[src/rtl/instr_fetch_pkg.sv]
// Shared types and constants for the instruction fetch stage.
//   fetch_state_t : fetch FSM encoding (IDLE, RUN, HALT)
//   DEFAULT_WORD  : default PC / instruction width
package instr_fetch_pkg;

  typedef enum logic [1:0] {
    IDLE,
    RUN,
    HALT
  } fetch_state_t;

  localparam int unsigned DEFAULT_WORD = 8;

endpackage

[src/rtl/fetch_pc.sv]
// Program counter register with load (redirect), increment and hold.
//   clk, rst_n : clock, asynchronous active-low reset
//   load_en    : load load_addr (has priority over inc_en)
//   load_addr  : redirect target
//   inc_en     : advance PC by one, wrapping modulo 2^WORD
//   pc         : current PC register value
//   next_pc    : value the PC takes on the coming edge
module fetch_pc
  import instr_fetch_pkg::*;
#(
  parameter int unsigned          WORD     = DEFAULT_WORD,
  parameter logic [WORD-1:0]      RESET_PC = '0
) (
  input  logic            clk,
  input  logic            rst_n,
  input  logic            load_en,
  input  logic [WORD-1:0] load_addr,
  input  logic            inc_en,
  output logic [WORD-1:0] pc,
  output logic [WORD-1:0] next_pc
);

  logic [WORD-1:0] pc_d, pc_q;

  always_comb begin
    pc_d = pc_q;
    if (load_en) begin
      pc_d = load_addr;
    end else if (inc_en) begin
      pc_d = pc_q + WORD'(1);
    end
  end

  always_ff @(posedge clk or negedge rst_n) begin
    if (!rst_n) begin
      pc_q <= RESET_PC;
    end else begin
      pc_q <= pc_d;
    end
  end

  assign pc      = pc_q;
  assign next_pc = pc_d;

endmodule

[src/rtl/instr_fetch.sv]
// Fetch stage: drives the combinational instruction memory from the PC and
// registers {instruction, PC} into one valid/ready output slot.
//   clk, rst_n            : clock, asynchronous active-low reset
//   imem_addr / imem_data : instruction memory address out / data in (same cycle)
//   jump_en / jump_addr   : redirect request and target
//   halt                  : level, stops new fetches while high
//   out_valid / out_ready : output slot handshake toward decode
//   out_instr / out_pc    : slot payload
//   halted                : FSM is in HALT (registered)
//   fetch_cnt             : saturating count of accepted slots
module instr_fetch
  import instr_fetch_pkg::*;
#(
  parameter int unsigned     WORD     = DEFAULT_WORD,
  parameter logic [WORD-1:0] RESET_PC = '0,
  parameter int unsigned     CNT_W    = 16
) (
  input  logic             clk,
  input  logic             rst_n,
  output logic [WORD-1:0]  imem_addr,
  input  logic [WORD-1:0]  imem_data,
  input  logic             jump_en,
  input  logic [WORD-1:0]  jump_addr,
  input  logic             halt,
  output logic             out_valid,
  input  logic             out_ready,
  output logic [WORD-1:0]  out_instr,
  output logic [WORD-1:0]  out_pc,
  output logic             halted,
  output logic [CNT_W-1:0] fetch_cnt
);

  fetch_state_t    state_d, state_q;
  logic            halted_d, halted_q;
  logic            valid_d, valid_q;
  logic [WORD-1:0] instr_d, instr_q;
  logic [WORD-1:0] opc_d, opc_q;
  logic [CNT_W-1:0] cnt_d, cnt_q;

  logic [WORD-1:0] pc;
  logic [WORD-1:0] unused_next_pc;
  logic            jump_take, slot_free, fire, handshake;

  // Redirects are ignored in IDLE; elsewhere they override fetch and stall.
  assign jump_take = jump_en && (state_q != IDLE);
  assign slot_free = !valid_q || out_ready;
  assign fire      = (state_q == RUN) && !halt && !jump_en && slot_free;
  assign handshake = valid_q && out_ready;

  fetch_pc #(
    .WORD     (WORD),
    .RESET_PC (RESET_PC)
  ) u_fetch_pc (
    .clk       (clk),
    .rst_n     (rst_n),
    .load_en   (jump_take),
    .load_addr (jump_addr),
    .inc_en    (fire),
    .pc        (pc),
    .next_pc   (unused_next_pc)
  );

  always_comb begin
    state_d = state_q;
    unique case (state_q)
      IDLE:    state_d = RUN;
      RUN:     if (halt && !jump_en) state_d = HALT;
      HALT:    if (!halt || jump_en) state_d = RUN;
      default: state_d = IDLE;
    endcase
    halted_d = (state_d == HALT);
  end

  always_comb begin
    valid_d = valid_q;
    instr_d = instr_q;
    opc_d   = opc_q;
    if (jump_take) begin
      valid_d = 1'b0;
    end else if (fire) begin
      valid_d = 1'b1;
      instr_d = imem_data;
      opc_d   = pc;
    end else if (out_ready) begin
      // Slot consumed with nothing to refill it; payload keeps last value.
      valid_d = 1'b0;
    end

    cnt_d = cnt_q;
    // A handshake coinciding with a jump still counts as delivered.
    if (handshake && (cnt_q != '1)) begin
      cnt_d = cnt_q + CNT_W'(1);
    end
  end

  always_ff @(posedge clk or negedge rst_n) begin
    if (!rst_n) begin
      state_q  <= IDLE;
      halted_q <= 1'b0;
      valid_q  <= 1'b0;
      instr_q  <= '0;
      opc_q    <= '0;
      cnt_q    <= '0;
    end else begin
      state_q  <= state_d;
      halted_q <= halted_d;
      valid_q  <= valid_d;
      instr_q  <= instr_d;
      opc_q    <= opc_d;
      cnt_q    <= cnt_d;
    end
  end

  assign imem_addr = pc;
  assign out_valid = valid_q;
  assign out_instr = instr_q;
  assign out_pc    = opc_q;
  assign halted    = halted_q;
  assign fetch_cnt = cnt_q;

endmodule

[config.mk]
export PLATFORM = sky130hd
export DESIGN_NAME = instr_fetch
export DESIGN_NICKNAME = d
export VERILOG_FILES = /design/src/rtl/instr_fetch_pkg.sv /design/src/rtl/fetch_pc.sv /design/src/rtl/instr_fetch.sv
export SDC_FILE = /design/constraint.sdc
export NUM_CORES = 1
export LEC_CHECK = 0
export CAP_MARGIN = 20
export CORE_AREA = 2 2 86 88
export CTS_BUF_LIST = sky130_fd_sc_hd__clkbuf_16
export CTS_CLUSTER_SIZE = 25
export DETAILED_ROUTE_END_ITERATION = 8
export DIE_AREA = 0 0 88 90
export PLACE_DENSITY = 0.66
export SLEW_MARGIN = 20
export SYNTH_ARGS = -nofsm -noshare
export SYNTH_HDL_FRONTEND = slang
export SYNTH_SLANG_ARGS = --single-unit
[constraint.sdc]
create_clock -name clk -period 1.5 [get_ports clk]
set_input_delay 0.15 -clock clk [delete_from_list [all_inputs] [get_ports clk]]
set_output_delay 0.15 -clock clk [all_outputs]
set_load 0.05 [all_outputs]
==> run summary <==
The total cell area at the placement stage was 3180 µm². The detailed router put a total of 2.23 mm of wire on met1. After synthesis, the mean cell area works out to 10.4 µm². The fraction of layout cells with a size suffix above 1 is 51.1%. Entering global routing, the biggest net connects 29 pins. The checks that failed: setup timing.

After detailed routing, no signal wire sits above met4. The path type of the worst setup path was register to register. Top cell type by total area after synthesis: sky130_fd_sc_hd__dfrtp_1. The routed via count divided by cell count is 4.51.

In this run the vertical extent of the chip is 90 µm. The startpoint kind of the worst setup timing path was a register. Fraction of the cycle the final worst path needs: 111%. The post-detailed-route count of antenna-violating nets was 0; the number of synthesized flops with an enable pin was 0. The clock arrives with 0.00774 ns of skew. The actual slew at the worst max-slew pin was 0.488 ns. The run gives 0 as the max-capacitance violation count. Of all nets on the critical path, the largest fanout is 2.

The netlist uses 41 different library cells. For the number of antenna cells inserted, the log shows 0. Ranked by total cell area, the synthesized netlist is headed by sky130_fd_sc_hd__dfrtp_1 54%, sky130_fd_sc_hd__nand2_1 11%, sky130_fd_sc_hd__xnor2_1 4.7%.

Data on the critical path arrives at its endpoint at 1.83 ns. The area growth from synthesis to final layout is 73.1%, and the number of endpoints with negative hold slack in the final report is 0. The run gives 53.9% as the portion of the post-synthesis area used by sequential elements. The sum of met3 wire segment lengths after detailed routing was 247 µm; the routed length per placed instance was 13.1 µm. The final estimated routing congestion in global placement is 0.762, and the critical path data required time is 1.66 ns. For the total via count in the routed design, the log shows 1851.

TritonCTS built the clock tree. The via count of the first global-routing pass is 1945. The worst slack on hold paths was 0.339 ns. The top achievable clock speed is 598 MHz, and the normalized max-slew margin is 67.2%.

The pre-antenna-repair detailed-routing pass consisted of 4 iterations. The die is 88 µm wide. The logs give 31 for the row count and 5.35 mm for the total routed wirelength.

The logs give 0 for the remaining global-route overflow and 44 for the number of sinks handled by clock tree synthesis. The run gives 333 as the total number of nets in the final design. Dividing total power by cell area gives a power density of 1430 nW/µm². For this run, the leading register cell type out of synthesis is sky130_fd_sc_hd__dfrtp_1.

The number of warnings issued by yosys was 0; the full die area was 7920 µm². The filler cells instantiated in the layout total 630. For this run, the share of the core covered by cells in the final layout is 50.4%. In the detailed route, the total length drawn on met2 is 2.85 mm. The final count of negative-setup-slack endpoints is 25, and the max-slew violation count is 0. The run gives 220 as the synthesized net count.

The synthesized design devotes to its leading area cell type 53.9% of total area. For the number of buffers created by CTS, the log shows 5. After synthesis the cells add up to 2040 µm². Once detailed placement completed, the half-perimeter wirelength came to 3.93 mm. The synthesized instance count is 197, and the clock-pin slew of the registers on the worst-case setup and hold paths is 0.06 ns.

The total global routing track utilization was 14.3%; the area of the core region was 7020 µm². The worst setup margin came out at -0.171 ns. Root cell of the clock tree: sky130_fd_sc_hd__clkbuf_16. The cell area after layout came out at 3540 µm². The clock period minus final worst setup slack is 1.67 ns, and the post-synthesis register bit count is 44.

The run finished, with violations left. The static power due to leakage was 0.00161 µW. For the number of antenna violations at the first check in global routing, the log shows 0.

Pin placement for this block handled 63 I/O pins. The initial utilization of the core area, before any placement, comes to 29.1%. The first routing iteration left 63 violations.

The first global-routing pass estimated 9.14 mm of wire. The clock reaches the later pin of the worst-skew pair after 0.28 ns. Across the VDD grid, the largest voltage drop is 623 µV.

The worst setup path is captured at a register. The DRC violation count after routing is 0. Setup repair after global routing could not meet its margin everywhere. The clock tree synthesis step divided the H-tree into 2 levels. Buffers placed on the I/O ports in this run total 62. The share of synthesized flip-flops with an asynchronous set or reset is 100%.

The min-delay analysis places its worst path in the category primary input to asynchronous set/reset pin. The maximum clock path buffer count was 2. The run gives -0.329 ns as the setup slack at placement.
[cell usage in the layout, fill, tap and decap left out, types with 2 or more instances in the layout]
master	n
sky130_fd_sc_hd__dfrtp_2	25
sky130_fd_sc_hd__buf_6	5
sky130_fd_sc_hd__xnor2_2	2
sky130_fd_sc_hd__inv_1	2
sky130_fd_sc_hd__buf_4	76
sky130_fd_sc_hd__xor2_1	8
sky130_fd_sc_hd__nand2_1	52
sky130_fd_sc_hd__clkdlybuf4s50_1	18
sky130_fd_sc_hd__nor3_4	3
sky130_fd_sc_hd__and2_1	5
sky130_fd_sc_hd__nand3_2	3
sky130_fd_sc_hd__nand4_1	8
sky130_fd_sc_hd__nand3_1	3
sky130_fd_sc_hd__xnor2_1	9
sky130_fd_sc_hd__nand2_2	7
sky130_fd_sc_hd__dfrtp_1	19
sky130_fd_sc_hd__o21ai_1	3
sky130_fd_sc_hd__clkbuf_16	5
sky130_fd_sc_hd__nor2_1	4
sky130_fd_sc_hd__nor4_4	3
sky130_fd_sc_hd__nor2_2	2
sky130_fd_sc_hd__buf_12	8
sky130_fd_sc_hd__or4_4	2
sky130_fd_sc_hd__a221o_1	4
[power breakdown]
group          internal (µW)  switching (µW)
Combinational            870            1350
Sequential              1450             197
Clock                    776             428
Total                   3090            1970
[sequential cells by signal (all words and copies together) (netlist names)]
name           count
out_instr          8
fetch_cnt         16
halted             1
u_fetch_pc.pc      8
state_q            2
out_valid          1
out_pc             8
[worst max-delay path: stages (launching register included)]
cell and delay (ns):
sky130_fd_sc_hd__dfrtp_2 0.42, sky130_fd_sc_hd__ha_4 0.16, sky130_fd_sc_hd__nand4_1 0.10, sky130_fd_sc_hd__buf_4 0.14, sky130_fd_sc_hd__o41ai_4 0.06, sky130_fd_sc_hd__or4_4 0.51, sky130_fd_sc_hd__xnor2_2 0.16
[metrics by stage]
| stage | setup TNS [ns] | total power [µW] | instances |
|---|---|---|---|
| 6_report | -0.657 | 5060 | 410 |
| 5_1_grt | -2.69 | 5320 | 410 |
| 4_1_cts | -0.292 | 5100 | 409 |
| 3_5_place_dp | -8.32 | 3850 | 399 |
| 3_3_place_gp | -7.45 | 3830 | 399 |
| 2_1_floorplan | -1.82 | 2900 | 197 |
[cell type report]
class                           instances  area [µm²]  area share (%)
Tap cell                               99         124            3.50
Multi-Input combinational cell        148        1120            31.7
Sequential cell                        44        1130            32.0
Timing Repair Buffer                  110         991            28.0
Clock buffer                            5         125            3.54
Inverter                                1        3.75           0.106
Clock inverter                          3        38.8            1.10
[worst paths after layout]
check                                 to  depth (start not counted)         start  slack (ns)
setup reg to reg           fetch_cnt[14]                          6  fetch_cnt[1]       -0.17
setup / recovery           fetch_cnt[14]                          6  fetch_cnt[1]       -0.17
min in group clk            out_instr[4]                          3  imem_data[4]        0.40
hold / removal             fetch_cnt[15]                          2         rst_n        0.34
max in group asynchronous      out_valid                          3         rst_n        0.66
hold reg to reg                out_pc[2]                          2     out_pc[2]        0.48
[synth_stat cells (2+ instances only)]
cell	n
sky130_fd_sc_hd__nand2_1	59
sky130_fd_sc_hd__dfrtp_1	44
sky130_fd_sc_hd__xnor2_1	11
sky130_fd_sc_hd__nand4_1	8
sky130_fd_sc_hd__xor2_1	8
sky130_fd_sc_hd__nand3_1	6
sky130_fd_sc_hd__nor2_1	6
sky130_fd_sc_hd__and2_1	5
sky130_fd_sc_hd__a221o_1	4
sky130_fd_sc_hd__nor3_1	3
sky130_fd_sc_hd__o21ai_1	3
sky130_fd_sc_hd__or4_1	3
sky130_fd_sc_hd__a21oi_1	2
sky130_fd_sc_hd__and3_1	2
sky130_fd_sc_hd__buf_2	2
sky130_fd_sc_hd__clkbuf_1	2
sky130_fd_sc_hd__ha_1	2
sky130_fd_sc_hd__nor2b_1	2
sky130_fd_sc_hd__nor3_2	2
sky130_fd_sc_hd__nor4_1	2
[cell families after synthesis]
group                    synth area share, %
multiplexers                           0.551
flip-flops                              53.9
XOR/XNOR                                8.14
buffers and inverters                   1.04
AO/OA/AOI/OAI                           7.10
adder cells (fa/ha/maj)                 1.71
AND/OR/NAND/NOR                         27.6
[repair_timing]
action	in CTS	in global routing
hold buffers	1	0
hold endpoints to repair	16	0
setup buffers	1	1
endpoints found under the setup margin	28	38
resized for setup	8	27
pin swaps	2	22
[layer usage]
metal | vias to the layer above | track usage, %
li1 | 903 | -
met1 | 904 | 17.8
met2 | 42 | 24.8
met3 | 2 | 3.58
met4 | 0 | 3.21
met5 | - | 0
Note: power is estimated with default switching activity, not from simulation.
